`src/rtl/mem_req_issuer_if.sv`:
```
// Bundle of pipeline request, memory bus and writeback signals around mem_req_issuer.
// The master side is the issuer; the slave side is the pipeline/memory environment.
interface mem_req_issuer_if #(
  parameter int ADDR_WIDTH   = 32,
  parameter int LINE_WIDTH   = 32,
  parameter int CREG_ID_BITS = 4,
  parameter int DEST_BITS    = 5
);
  logic                    req_valid;
  logic                    req_rw;
  logic [ADDR_WIDTH-1:0]   req_addr;
  logic [LINE_WIDTH-1:0]   req_data;
  logic [DEST_BITS-1:0]    req_dest;
  logic                    req_ready;

  logic [ADDR_WIDTH-1:0]   mem_addr;
  logic [LINE_WIDTH-1:0]   mem_data;
  logic                    mem_rw;
  logic                    mem_valid;
  logic [CREG_ID_BITS-1:0] mem_id;
  logic                    mem_stall;

  logic                    mem_ready_in;
  logic [CREG_ID_BITS-1:0] mem_id_in;
  logic [LINE_WIDTH-1:0]   mem_data_in;

  logic                    wb_valid;
  logic [DEST_BITS-1:0]    wb_dest;
  logic [LINE_WIDTH-1:0]   wb_data;
  logic [CREG_ID_BITS:0]   outstanding;
  logic                    err_unexpected;

  modport master (
    input  req_valid, req_rw, req_addr, req_data, req_dest,
    input  mem_stall, mem_ready_in, mem_id_in, mem_data_in,
    output req_ready, mem_addr, mem_data, mem_rw, mem_valid, mem_id,
    output wb_valid, wb_dest, wb_data, outstanding, err_unexpected
  );

  modport slave (
    output req_valid, req_rw, req_addr, req_data, req_dest,
    output mem_stall, mem_ready_in, mem_id_in, mem_data_in,
    input  req_ready, mem_addr, mem_data, mem_rw, mem_valid, mem_id,
    input  wb_valid, wb_dest, wb_data, outstanding, err_unexpected
  );
endinterface

```
`src/rtl/mem_req_issuer.sv`:
```
// Issues tagged load/store requests to memory, tracks pending load tags and
// routes tagged load responses back to their destination register.
module mem_req_issuer #(
  parameter int CREG_ID_BITS = 4,
  parameter int DEST_BITS    = 5
) (
  input logic                clk,
  input logic                reset,
  mem_req_issuer_if.master   bus
);
  localparam int NTAGS = 1 << CREG_ID_BITS;

  logic [NTAGS-1:0]        pending;
  logic [DEST_BITS-1:0]    dest_table [NTAGS];
  logic [CREG_ID_BITS-1:0] free_tag;
  logic                    free_any;
  logic                    accept;
  logic                    load_accept;
  logic                    resp_hit;
  logic                    resp_miss;

  // Lowest free tag, taken from the registered bitmap so a tag freed this
  // cycle only becomes allocatable on the next one.
  always_comb begin
    free_tag = '0;
    free_any = 1'b0;
    for (int i = NTAGS - 1; i >= 0; i--) begin
      if (!pending[i]) begin
        free_tag = CREG_ID_BITS'(i);
        free_any = 1'b1;
      end
    end
  end

  assign bus.req_ready = !reset && (!bus.mem_valid || !bus.mem_stall) && (bus.req_rw || free_any);
  assign accept        = bus.req_valid && bus.req_ready;
  assign load_accept   = accept && !bus.req_rw;
  assign resp_hit      = bus.mem_ready_in && pending[bus.mem_id_in];
  assign resp_miss     = bus.mem_ready_in && !pending[bus.mem_id_in];

  always_ff @(posedge clk or posedge reset) begin
    if (reset) begin
      bus.mem_valid      <= 1'b0;
      bus.mem_addr       <= '0;
      bus.mem_data       <= '0;
      bus.mem_rw         <= 1'b0;
      bus.mem_id         <= '0;
      bus.wb_valid       <= 1'b0;
      bus.wb_dest        <= '0;
      bus.wb_data        <= '0;
      bus.outstanding    <= '0;
      bus.err_unexpected <= 1'b0;
      pending            <= '0;
      for (int i = 0; i < NTAGS; i++) dest_table[i] <= '0;
    end else begin
      if (accept) begin
        bus.mem_valid <= 1'b1;
        bus.mem_addr  <= bus.req_addr;
        bus.mem_data  <= bus.req_data;
        bus.mem_rw    <= bus.req_rw;
        bus.mem_id    <= bus.req_rw ? '0 : free_tag;
      end else if (bus.mem_valid && !bus.mem_stall) begin
        bus.mem_valid <= 1'b0;
      end

      // A hit tag is pending, so it can never equal free_tag in the same cycle.
      if (load_accept) begin
        pending[free_tag]    <= 1'b1;
        dest_table[free_tag] <= bus.req_dest;
      end
      if (resp_hit) begin
        pending[bus.mem_id_in] <= 1'b0;
        bus.wb_dest            <= dest_table[bus.mem_id_in];
        bus.wb_data            <= bus.mem_data_in;
      end
      bus.wb_valid <= resp_hit;

      if (resp_miss) bus.err_unexpected <= 1'b1;

      case ({load_accept, resp_hit})
        2'b10:   bus.outstanding <= bus.outstanding + 1'b1;
        2'b01:   bus.outstanding <= bus.outstanding - 1'b1;
        default: bus.outstanding <= bus.outstanding;
      endcase
    end
  end
endmodule

```
`src/flat_wrapper.sv`:
```
// flat-port wrapper written by rule: the top's interface ports become plain ports
module mem_req_issuer_flat 
#(
  parameter int CREG_ID_BITS = 4,
  parameter int DEST_BITS    = 5
)
  (clk, reset, bus_req_valid, bus_req_rw, bus_req_addr, bus_req_data, bus_req_dest, bus_mem_stall, bus_mem_ready_in, bus_mem_id_in, bus_mem_data_in, bus_req_ready, bus_mem_addr, bus_mem_data, bus_mem_rw, bus_mem_valid, bus_mem_id, bus_wb_valid, bus_wb_dest, bus_wb_data, bus_outstanding, bus_err_unexpected);
  mem_req_issuer_if #(.ADDR_WIDTH((32)), .LINE_WIDTH((32)), .CREG_ID_BITS(CREG_ID_BITS), .DEST_BITS(DEST_BITS)) bus_i ();
  input logic clk;
  input logic reset;
  input wire logic [$bits(bus_i.req_valid)-1:0] bus_req_valid;
  input wire logic [$bits(bus_i.req_rw)-1:0] bus_req_rw;
  input wire logic [$bits(bus_i.req_addr)-1:0] bus_req_addr;
  input wire logic [$bits(bus_i.req_data)-1:0] bus_req_data;
  input wire logic [$bits(bus_i.req_dest)-1:0] bus_req_dest;
  input wire logic [$bits(bus_i.mem_stall)-1:0] bus_mem_stall;
  input wire logic [$bits(bus_i.mem_ready_in)-1:0] bus_mem_ready_in;
  input wire logic [$bits(bus_i.mem_id_in)-1:0] bus_mem_id_in;
  input wire logic [$bits(bus_i.mem_data_in)-1:0] bus_mem_data_in;
  output wire logic [$bits(bus_i.req_ready)-1:0] bus_req_ready;
  output wire logic [$bits(bus_i.mem_addr)-1:0] bus_mem_addr;
  output wire logic [$bits(bus_i.mem_data)-1:0] bus_mem_data;
  output wire logic [$bits(bus_i.mem_rw)-1:0] bus_mem_rw;
  output wire logic [$bits(bus_i.mem_valid)-1:0] bus_mem_valid;
  output wire logic [$bits(bus_i.mem_id)-1:0] bus_mem_id;
  output wire logic [$bits(bus_i.wb_valid)-1:0] bus_wb_valid;
  output wire logic [$bits(bus_i.wb_dest)-1:0] bus_wb_dest;
  output wire logic [$bits(bus_i.wb_data)-1:0] bus_wb_data;
  output wire logic [$bits(bus_i.outstanding)-1:0] bus_outstanding;
  output wire logic [$bits(bus_i.err_unexpected)-1:0] bus_err_unexpected;
  assign bus_i.req_valid = bus_req_valid;
  assign bus_i.req_rw = bus_req_rw;
  assign bus_i.req_addr = bus_req_addr;
  assign bus_i.req_data = bus_req_data;
  assign bus_i.req_dest = bus_req_dest;
  assign bus_i.mem_stall = bus_mem_stall;
  assign bus_i.mem_ready_in = bus_mem_ready_in;
  assign bus_i.mem_id_in = bus_mem_id_in;
  assign bus_i.mem_data_in = bus_mem_data_in;
  assign bus_req_ready = bus_i.req_ready;
  assign bus_mem_addr = bus_i.mem_addr;
  assign bus_mem_data = bus_i.mem_data;
  assign bus_mem_rw = bus_i.mem_rw;
  assign bus_mem_valid = bus_i.mem_valid;
  assign bus_mem_id = bus_i.mem_id;
  assign bus_wb_valid = bus_i.wb_valid;
  assign bus_wb_dest = bus_i.wb_dest;
  assign bus_wb_data = bus_i.wb_data;
  assign bus_outstanding = bus_i.outstanding;
  assign bus_err_unexpected = bus_i.err_unexpected;
  mem_req_issuer #(.CREG_ID_BITS(CREG_ID_BITS), .DEST_BITS(DEST_BITS)) u_core (.clk(clk), .reset(reset), .bus(bus_i));
endmodule
```
`config.mk`:
```
export PLATFORM = sky130hd
export DESIGN_NAME = mem_req_issuer_flat
export DESIGN_NICKNAME = d
export VERILOG_FILES = /design/src/rtl/mem_req_issuer_if.sv /design/src/rtl/mem_req_issuer.sv /design/src/flat_wrapper.sv
export SDC_FILE = /design/constraint.sdc
export NUM_CORES = 1
export LEC_CHECK = 0
export CELL_PAD_IN_SITES_DETAIL_PLACEMENT = 1
export CELL_PAD_IN_SITES_GLOBAL_PLACEMENT = 2
export CORE_ASPECT_RATIO = 0.6
export CORE_MARGIN = 2
export CORE_UTILIZATION = 34
export DETAILED_ROUTE_END_ITERATION = 8
export PLACE_DENSITY = 0.86
export SLEW_MARGIN = 40
export SYNTH_ARGS = -nofsm -noshare
export SYNTH_HDL_FRONTEND = slang
export SYNTH_SLANG_ARGS = --single-unit
export TNS_END_PERCENT = 30
```
`constraint.sdc`:
```
create_clock -name clk -period 16.53 [get_ports clk]
set_input_delay 3.306 -clock clk [delete_from_list [all_inputs] [get_ports clk]]
set_output_delay 3.306 -clock clk [all_outputs]
set_load 0.01 [all_outputs]
```
==> results of run 1 <==
-- final timing paths --
| path | start | endpoint | slack [ps] | cells after the start |
|---|---|---|---|---|
| min reg2reg | u_core.bus.mem_addr[21]$_DFFE_PP0N_ | u_core.bus.mem_addr[21]$_DFFE_PP0N_ | 470 | 2 |
| max in group asynchronous | reset | u_core.dest_table[37]$_DFFE_PP0P_ | 12040 | 3 |
| max reg2reg | u_core.pending[2]$_DFF_PP0_ | u_core.bus.outstanding[4]$_DFFE_PP0P_ | 12670 | 15 |
| min | u_core.bus.mem_addr[21]$_DFFE_PP0N_ | u_core.bus.mem_addr[21]$_DFFE_PP0N_ | 470 | 2 |
| min in group asynchronous | reset | u_core.bus.mem_addr[26]$_DFFE_PP0N_ | 3430 | 2 |
| max | reset | bus_req_ready | 8160 | 4 |
-- placed cells by master (no fill, tap or decap), types with 5 or more instances in the layout --
cell,instances
nand2_1,319
clkdlybuf4s50_1,224
dfrtp_1,210
mux2_2,82
mux4_2,24
clkbuf_16,21
nor2_1,17
o21ai_0,11
nand2b_1,8
o22a_1,8
inv_1,7
a21oi_1,7
xor2_1,6
bufinv_16,6
a22o_1,5
a221oi_1,5
clkbuf_8,5
buf_4,5
-- metal layers --
metal | GRT usage | up-vias | wire, um
met1 | 0.285 | 3463 | 12900
met5 | 0 | - | 0
met4 | 0.0290 | 0 | 308
met3 | 0.0552 | 28 | 1900
li1 | - | 3152 | -
met2 | 0.281 | 183 | 11800
-- state kept, by name, indices dropped and copies added (netlist names) --
register                   count
u_core.bus.mem_rw              1
u_core.bus.outstanding         5
u_core.bus.err_unexpected      1
u_core.bus.mem_data           32
u_core.bus.mem_id              4
u_core.bus.mem_addr           32
u_core.pending                16
u_core.bus.wb_data            32
u_core.bus.wb_valid            1
u_core.bus.wb_dest             5
u_core.bus.mem_valid           1
u_core.dest_table             80
-- cell families (layout without fill, tap and decap cells) --
| family | count (synthesis) | in the layout |
|---|---|---|
| xor gates and xnor gates | 7 | 7 |
| AOI/OAI and AO/OA | 60 | 60 |
| muxes | 109 | 109 |
| buffers and inverters | 50 | 276 |
| and+or+nand+nor | 373 | 373 |
| DFF | 210 | 210 |
| adders and majority gates | 4 | 4 |
-- cell type report --
| type | count | area share |
|---|---|---|
| Clock buffer | 26 | 0.0477 |
| Clock inverter | 11 | 0.0167 |
| Inverter | 9 | 0.00402 |
| Multi-Input combinational cell | 553 | 0.289 |
| Sequential cell | 210 | 0.422 |
| Tap cell | 360 | 0.0362 |
| Timing Repair Buffer | 230 | 0.184 |
-- through the flow --
step | util | hold WS, ps | cell area [sq um] | instances
after global routing | 0.473 | 504 | 12500 | 1399
after CTS | 0.473 | 478 | 12400 | 1399
after global placement | 0.442 | 451 | 11600 | 1362
after floorplan | - | 475 | 9040 | 813
final | 0.473 | 475 | 12500 | 1399
after detailed placement | 0.443 | 461 | 11600 | 1362
-- synth_stat cells, types with 2 or more instances --
| library cell | count | share of area |
|---|---|---|
| a21o_1 | 4 | 0.0033 |
| a21oi_1 | 7 | 0.0039 |
| a221oi_1 | 5 | 0.0048 |
| a22o_1 | 5 | 0.0048 |
| a2bb2oi_1 | 2 | 0.0019 |
| a31oi_1 | 4 | 0.0028 |
| and2_1 | 2 | 0.0014 |
| buf_1 | 6 | 0.0025 |
| buf_2 | 5 | 0.0028 |
| clkbuf_1 | 29 | 0.012 |
| dfrtp_1 | 210 | 0.58 |
| ha_1 | 4 | 0.0055 |
| inv_1 | 8 | 0.0033 |
| mux2_2 | 82 | 0.10 |
| mux2i_1 | 3 | 0.0033 |
| mux4_2 | 24 | 0.060 |
| nand2_1 | 320 | 0.13 |
| nand2b_1 | 8 | 0.0055 |
| nand3_1 | 4 | 0.0022 |
| nand4_1 | 4 | 0.0028 |
| nor2_1 | 17 | 0.0071 |
| nor2_2 | 2 | 0.0014 |
| nor2b_1 | 4 | 0.0028 |
| nor3_4 | 2 | 0.0036 |
| nor3b_2 | 2 | 0.0028 |
| o21ai_0 | 11 | 0.0061 |
| o22a_1 | 8 | 0.0077 |
| o22ai_1 | 2 | 0.0014 |
| o32a_1 | 2 | 0.0022 |
| or3_1 | 4 | 0.0028 |
| xor2_1 | 6 | 0.0058 |
-- worst reg2reg max path, stage by stage (launching register included) --
cell and delay (ps):
dfrtp_1 500, mux4_2 490, mux2i_1 170, mux2i_1 120, nand2_1 80, buf_4 370
inv_2 430, ha_1 470, xor2_1 190, ha_1 230, o21ai_0 150, nand2b_1 70
a21oi_1 130, a21oi_1 80, nor2_1 110, xor2_1 160
-- report_power, final --
part	total, uW	switching [uW]	internal (uW)
clock network	555	207	348
registers	723	85.9	637
logic	500	233	267
==> flow_summary.yaml, run 1 <==
clocking:
  cts_hold_buf: 0
  clock_path_buffers: 3
  cts_tree: "done"
  post_cts_buffers: 0
  cts_sinks: 210
  cts-root-buf: "clkbuf_16"
  clock_latency_ps: 510
  cts_made_buffers: 21
  clkTransAtPathRegs_ps: 60
  cts_max_level: 1
  postCtsResizedCells: 0
worst_setup_path:
  critPathBufInv: 2
  required_ps: 13220
  crit_chain: "clkdlybuf4s50_1 -> a21o_1 -> a31oi_1 -> clkdlybuf4s50_1"
  cp-start-kind: "input port"
  worst_path_most_repeated_cell: "clkdlybuf4s50_1"
  critical_path.max_fanout: 4
  critPathKind: "input port to output port"
  crit_path_end_kind: "output port"
  cp_top_family: "buffers and inverters"
  max_stage_delay_ps: 600
  worst_ep_arrival_time_ps: 5060
  cp_slowest_cell: "clkdlybuf4s50_1"
run_status:
  status: "finished clean"
timing:
  fmax_mhz: 120
  fin_crit_ps: 8370
  worst-slew-pin-transition_ps: 754
  hold_violations: 0
  finalCritPeriodShare: 0.506
  relSlewSlack: 0.497
  setup_viol: 0
  setup_tns_ps: 0
  skew_ps: 10.6
  rsz0062_at_grt: "no"
  drv_slew: 0
  worst_slack_ps: 8160
detailed_routing:
  wl_per_cell_um: 19.2
  drc: 0
  wl_um: 26900
  vias: 6826
  drt_iter0_drc: 391
  ant_nets: 0
  vias_per_cell: 4.88
  first_pass_iters: 4
finish:
  drive_above_1_share: 0.159
  antenna_cells: 0
  nFillCells: 2846
  multi_input_area_sq_mm: 0.00360
  regArea_sq_mm: 0.00526
  final_nets: 1140
  area_growth_pct: 37.7
power:
  powerDensity_mw_per_mm2: 143
  peakVddDrop_mv: 0.0716
  p_leak_uw: 0.00580
  finalPower_uw: 1780
yosys:
  ys_async_sr_fraction: 1.00
  synth_area_sq_mm: 0.00904
  synth_top_family_by_area: "simple AND/OR/NAND/NOR gates"
  syn_nets: 928
  muxShareOfSynthArea: 0.165
  synth-edff-count: 0
  ys_seq_area_frac: 0.581
  synthAdderAreaFrac: 0.00553
  synth_xor_area_frac: 0.00678
  yosys.area_share.simple: 0.169
  yosysWarnings: 0
  ys_ff_latch: 210
  synth_area_per_cell_sq_um: 11.1
  synth-compound-area-share: 0.0511
  synth_cell_types: 48
  ys.flop_type: "dfrtp_1"
  synthCells: 813
grt:
  overflow: 0
  grt.total_usage: 0.191
  antenna_found_initial: 0
  grt_pass1_vias: 7070
  grt_max_degree: 152
  grt_pass1_wl_um: 42000
floorplan:
  io_pins: 226
  start_util: 0.344
  die_y_um: 130
  core-area_sq_mm: 0.0263
  die_w_um: 215
  num_rows: 46
  die_area_sq_mm: 0.0280
worst_hold_path:
  hp-class: "register to register"
job:
  maxCapViolCount: 0
place:
  gp_congestion: 0.812
  dp_hpwl_um: 19000
  post-place-ws_ps: 8230
  io_buffers: 225
Power figures use the tool's default switching activity.
==> inputs of run 2 (changes only) <==
Settings changed: CORE_UTILIZATION 34 to 28, PLACE_DENSITY 0.86 to 0.76.
Clock period 16.53 ns to 7 ns, I/O delays scaled along.
==> flow_summary.yaml, run 2 (synthesized netlist as in run 1, its figures left out) <==
run_status:
  status: "finished clean"
clocking:
  cts_tree: "done"
  cts_max_level: 1
  cts_hold_buf: 0
  post_cts_buffers: 0
  postCtsResizedCells: 0
  clock_latency_ps: 510
  cts_sinks: 210
  cts-root-buf: "clkbuf_16"
  clkTransAtPathRegs_ps: 60
  cts_made_buffers: 22
  clock_path_buffers: 3
detailed_routing:
  wl_per_cell_um: 19.3
  vias_per_cell: 4.67
  drt_iter0_drc: 322
  wl_met3_um: 1810
  drc: 0
  wl_met2_um: 11600
  met1_length_um: 14300
  vias: 6840
  first_pass_iters: 4
  ant_nets: 0
  wl_um: 28200
  highest_layer: "met5"
finish:
  top_register: "u_core.dest_table"
  antenna_cells: 0
  largest_register_ffs: 80
  stdcell_area_sq_mm: 0.0125
  final_nets: 1147
  drive_above_1_share: 0.161
  final_cell_mix: "319 x nand2_1, 224 x clkdlybuf4s50_1, 210 x dfrtp_1"
  area_growth_pct: 38.3
  final_common_cell: "nand2_1"
timing:
  relSlewSlack: 0.458
  skew_ps: 8.21
  hold_violations: 0
  setup_viol: 0
  fmax_mhz: 224
  worst-slew-pin-transition_ps: 810
  drv_slew: 0
  rsz0062_at_grt: "no"
  setup_tns_ps: 0
  finalCritPeriodShare: 0.638
  fin_crit_ps: 4460
  whs_ps: 472
place:
  io_buffers: 225
  dpl_cell_area_sq_mm: 0.0118
  dp_hpwl_um: 20100
  gp_congestion: 0.778
worst_setup_path:
  critical_path_depth: 4
  crit_chain: "clkdlybuf4s50_1 -> a21o_1 -> a31oi_1 -> clkdlybuf4s50_1"
  critical_path.max_fanout: 4
  cp_top_family: "buffers and inverters"
  crit_path_end_kind: "output port"
  cp_slowest_cell: "clkdlybuf4s50_1"
  max_stage_delay_ps: 680
  required_ps: 5600
  critPathBufInv: 2
  cp-start-kind: "input port"
  worst_ep_arrival_time_ps: 3060
  critPathKind: "input port to output port"
  worst_path_most_repeated_cell: "clkdlybuf4s50_1"
  reg2reg_depth: 14
grt:
  antenna_found_initial: 1
  grt.total_usage: 0.167
  grt_pass1_vias: 7226
  grt_max_degree: 67
  grt_pass1_wl_um: 43800
  overflow: 0
power:
  peakVddDrop_mv: 0.178
  p_leak_uw: 0.00580
  powerDensity_mw_per_mm2: 328
  finalPower_uw: 4100
worst_hold_path:
  hp-class: "register to register"
  whs_path_depth: 2
floorplan:
  die_y_um: 143
  io_pins: 226
  die_area_sq_mm: 0.0338
  start_util: 0.287
  num_rows: 50
  die_w_um: 236
  core-area_sq_mm: 0.0315
job:
  maxCapViolCount: 0
[run 2: final cells by class]
class | count | area, sq um
Inverter | 9 | 37.5
Multi-Input combinational cell | 553 | 3600
Clock inverter | 7 | 60.1
Fill cell | 3433 | 19000
Timing Repair Buffer | 236 | 2370
Clock buffer | 33 | 663
Tap cell | 416 | 520
Sequential cell | 210 | 5260
[run 2: metal layers]
metal,global-route usage,vias up
li1,-,3185
met1,0.251,3449
met2,0.235,169
met3,0.0508,35
met4,0.0288,2
met5,0,-
[run 2: worst paths after layout]
path	startpoint	endpoint	slack, ps
max reg2reg	u_core.pending[2]$_DFF_PP0_	u_core.bus.outstanding[4]$_DFFE_PP0P_	3890
min in group asynchronous	reset	u_core.bus.mem_addr[19]$_DFFE_PP0N_	1210
min	u_core.bus.wb_data[6]$_DFFE_PP0P_	u_core.bus.wb_data[6]$_DFFE_PP0P_	470
min reg2reg	u_core.bus.wb_data[6]$_DFFE_PP0P_	u_core.bus.wb_data[6]$_DFFE_PP0P_	470
max in group asynchronous	reset	u_core.dest_table[64]$_DFFE_PP0P_	4750
max	reset	bus_req_ready	2540
[run 2: tightest hold or removal path: stages, from the launching register on]
cell and delay (ps):
dfrtp_1 340, nand2_1 50, nand2_1 50
[run 2: report_power, final]
| group | total, uW | internal [uW] | switching [uW] |
|---|---|---|---|
| clock network | 1190 | 692 | 499 |
| logic | 1200 | 634 | 562 |
| registers | 1710 | 1500 | 205 |
[run 2: through the flow]
step / utilization / std cells / setup slack [ps]
3_5_place_dp: 0.374 / 1424 / 2200
6_report: 0.397 / 1464 / 2540
2_1_floorplan: - / 813 / 2710
4_1_cts: 0.397 / 1464 / 2500
5_1_grt: 0.397 / 1464 / 2350
3_3_place_gp: 0.373 / 1422 / 2270
==> inputs of run 3 (changes only) <==
Settings changed: CORE_UTILIZATION 28 to 31, PLACE_DENSITY 0.76 to 0.79.
Clock period 7 ns to 4.2 ns, I/O delays scaled along.
==> flow_summary.yaml, run 3 (synthesized netlist as in run 1, its figures left out) <==
run_status:
  status: "finished clean"
worst_setup_path:
  critical_path.max_fanout: 10
  required_ps: 4630
  worst_ep_arrival_time_ps: 3950
  critPathKind: "input port to register"
  cp-start-kind: "input port"
  crit_path_end_kind: "register"
grt:
  grt_pass1_wl_um: 43700
  overflow: 0
  grt_max_degree: 89
  grt_pass1_vias: 7297
  grt.total_usage: 0.185
  antenna_found_initial: 1
timing:
  rsz0062_at_grt: "no"
  hold_violations: 0
  skew_ps: 12.7
  fin_crit_ps: 3520
  finalCritPeriodShare: 0.838
  fmax_mhz: 284
  worst-slew-pin-transition_ps: 753
  setup_tns_ps: 0
  drv_slew: 0
  setup_viol: 0
  worst_slack_ps: 682
  relSlewSlack: 0.497
floorplan:
  num_rows: 48
  die_area_sq_mm: 0.0306
  start_util: 0.315
  die_w_um: 224
  io_pins: 226
  die_y_um: 136
  core-area_sq_mm: 0.0287
finish:
  area_growth_pct: 37.3
  nFillCells: 3107
  final_common_cell: "nand2_1"
  final_cell_mix: "319 x nand2_1, 224 x clkdlybuf4s50_1, 210 x dfrtp_1"
  final_nets: 1149
  top_register: "u_core.dest_table"
  largest_register_ffs: 80
  antenna_cells: 0
  drive_above_1_share: 0.159
job:
  maxCapViolCount: 0
detailed_routing:
  ant_nets: 0
  drc: 0
  wl_per_cell_um: 19.8
  first_pass_iters: 4
  wl_um: 28200
  vias_per_cell: 4.86
  drt_iter0_drc: 393
  vias: 6910
clocking:
  cts_hold_buf: 0
  clock_path_buffers: 3
  cts-root-buf: "clkbuf_16"
  cts_made_buffers: 22
  cts_max_level: 1
  cts_sinks: 210
  clock_latency_ps: 520
  cts_tree: "done"
  clkTransAtPathRegs_ps: 60
  postCtsResizedCells: 0
  post_cts_buffers: 0
place:
  io_buffers: 225
  post-place-ws_ps: 234
  dp_hpwl_um: 20100
  gp_congestion: 0.834
power:
  power_switching_uw: 2090
  p_int_uw: 4650
  switching_share: 0.311
  peakVddDrop_mv: 0.216
  clock_power_share: 0.281
  powerDensity_mw_per_mm2: 543
  p_comb_frac: 0.295
  pwr-share-seq: 0.424
  p_leak_uw: 0.00579
worst_hold_path:
  hp-class: "register to register"
==> run 3: routing by layer <==
layer,GRT usage,vias up,share of wire
met5,0,-,0.00039
met4,0.0313,2,0.016
met3,0.0603,37,0.081
met2,0.271,179,0.42
met1,0.271,3520,0.48
li1,-,3172,-
==> run 3: layout make-up <==
class | count | area [sq um] | area share
Inverter | 9 | 37.5 | 0.00302
Multi-Input combinational cell | 553 | 3600 | 0.290
Tap cell | 375 | 469 | 0.0378
Clock inverter | 6 | 55.1 | 0.00443
Clock buffer | 31 | 616 | 0.0496
Sequential cell | 210 | 5260 | 0.423
Timing Repair Buffer | 238 | 2390 | 0.192
==> run 3: worst max-delay path, stage by stage <==
cell             delay [ps]
clkdlybuf4s50_1         650
buf_4                   260
mux4_2                  320
mux2i_1                 150
mux2i_1                 140
nand2_1                 120
inv_2                    60
ha_1                    210
xor2_1                  150
ha_1                    220
o21ai_0                 150
nand2b_1                 80
a21oi_1                 200
a21oi_1                 100
nor2_1                  120
xor2_1                  170
==> run 3: final timing paths <==
path | depth (start not counted) | slack [ps] | end | start
setup / recovery | 16 | 680 | u_core.bus.outstanding[4]$_DFFE_PP0P_ | bus_mem_id_in[1]
hold / removal | 2 | 470 | u_core.bus.mem_data[30]$_DFFE_PP0N_ | u_core.bus.mem_data[30]$_DFFE_PP0N_
setup reg to reg | 14 | 1250 | u_core.bus.outstanding[4]$_DFFE_PP0P_ | u_core.pending[11]$_DFF_PP0_
hold reg to reg | 2 | 470 | u_core.bus.mem_data[30]$_DFFE_PP0N_ | u_core.bus.mem_data[30]$_DFFE_PP0N_
max in group asynchronous | 4 | 2570 | u_core.bus.wb_data[15]$_DFFE_PP0P_ | reset
min in group asynchronous | 3 | 820 | u_core.bus.mem_valid$_DFFE_PP0P_ | reset
==> run 3: per-stage QoR <==
step	util	total power [uW]	instance area [sq um]	hold WS, ps	instances
after floorplan	-	3790	9050	475	813
after global placement	0.408	4830	11700	458	1384
after detailed placement	0.409	4900	11700	462	1385
after CTS	0.433	6850	12400	478	1422
after global routing	0.433	7140	12400	495	1422
final	0.433	6740	12400	470	1422
==> run 3: power by group through the flow <==
| stage | combinational [uW] | sequential, uW | clock [uW] |
|---|---|---|---|
| 3_5_place_dp | 2010 | 2890 | 0 |
| 6_report | 1990 | 2860 | 1890 |
| 4_1_cts | 2020 | 2860 | 1960 |
| 2_1_floorplan | 856 | 2930 | 0 |
| 5_1_grt | 2160 | 2930 | 2050 |
| 3_3_place_gp | 1970 | 2860 | 0 |
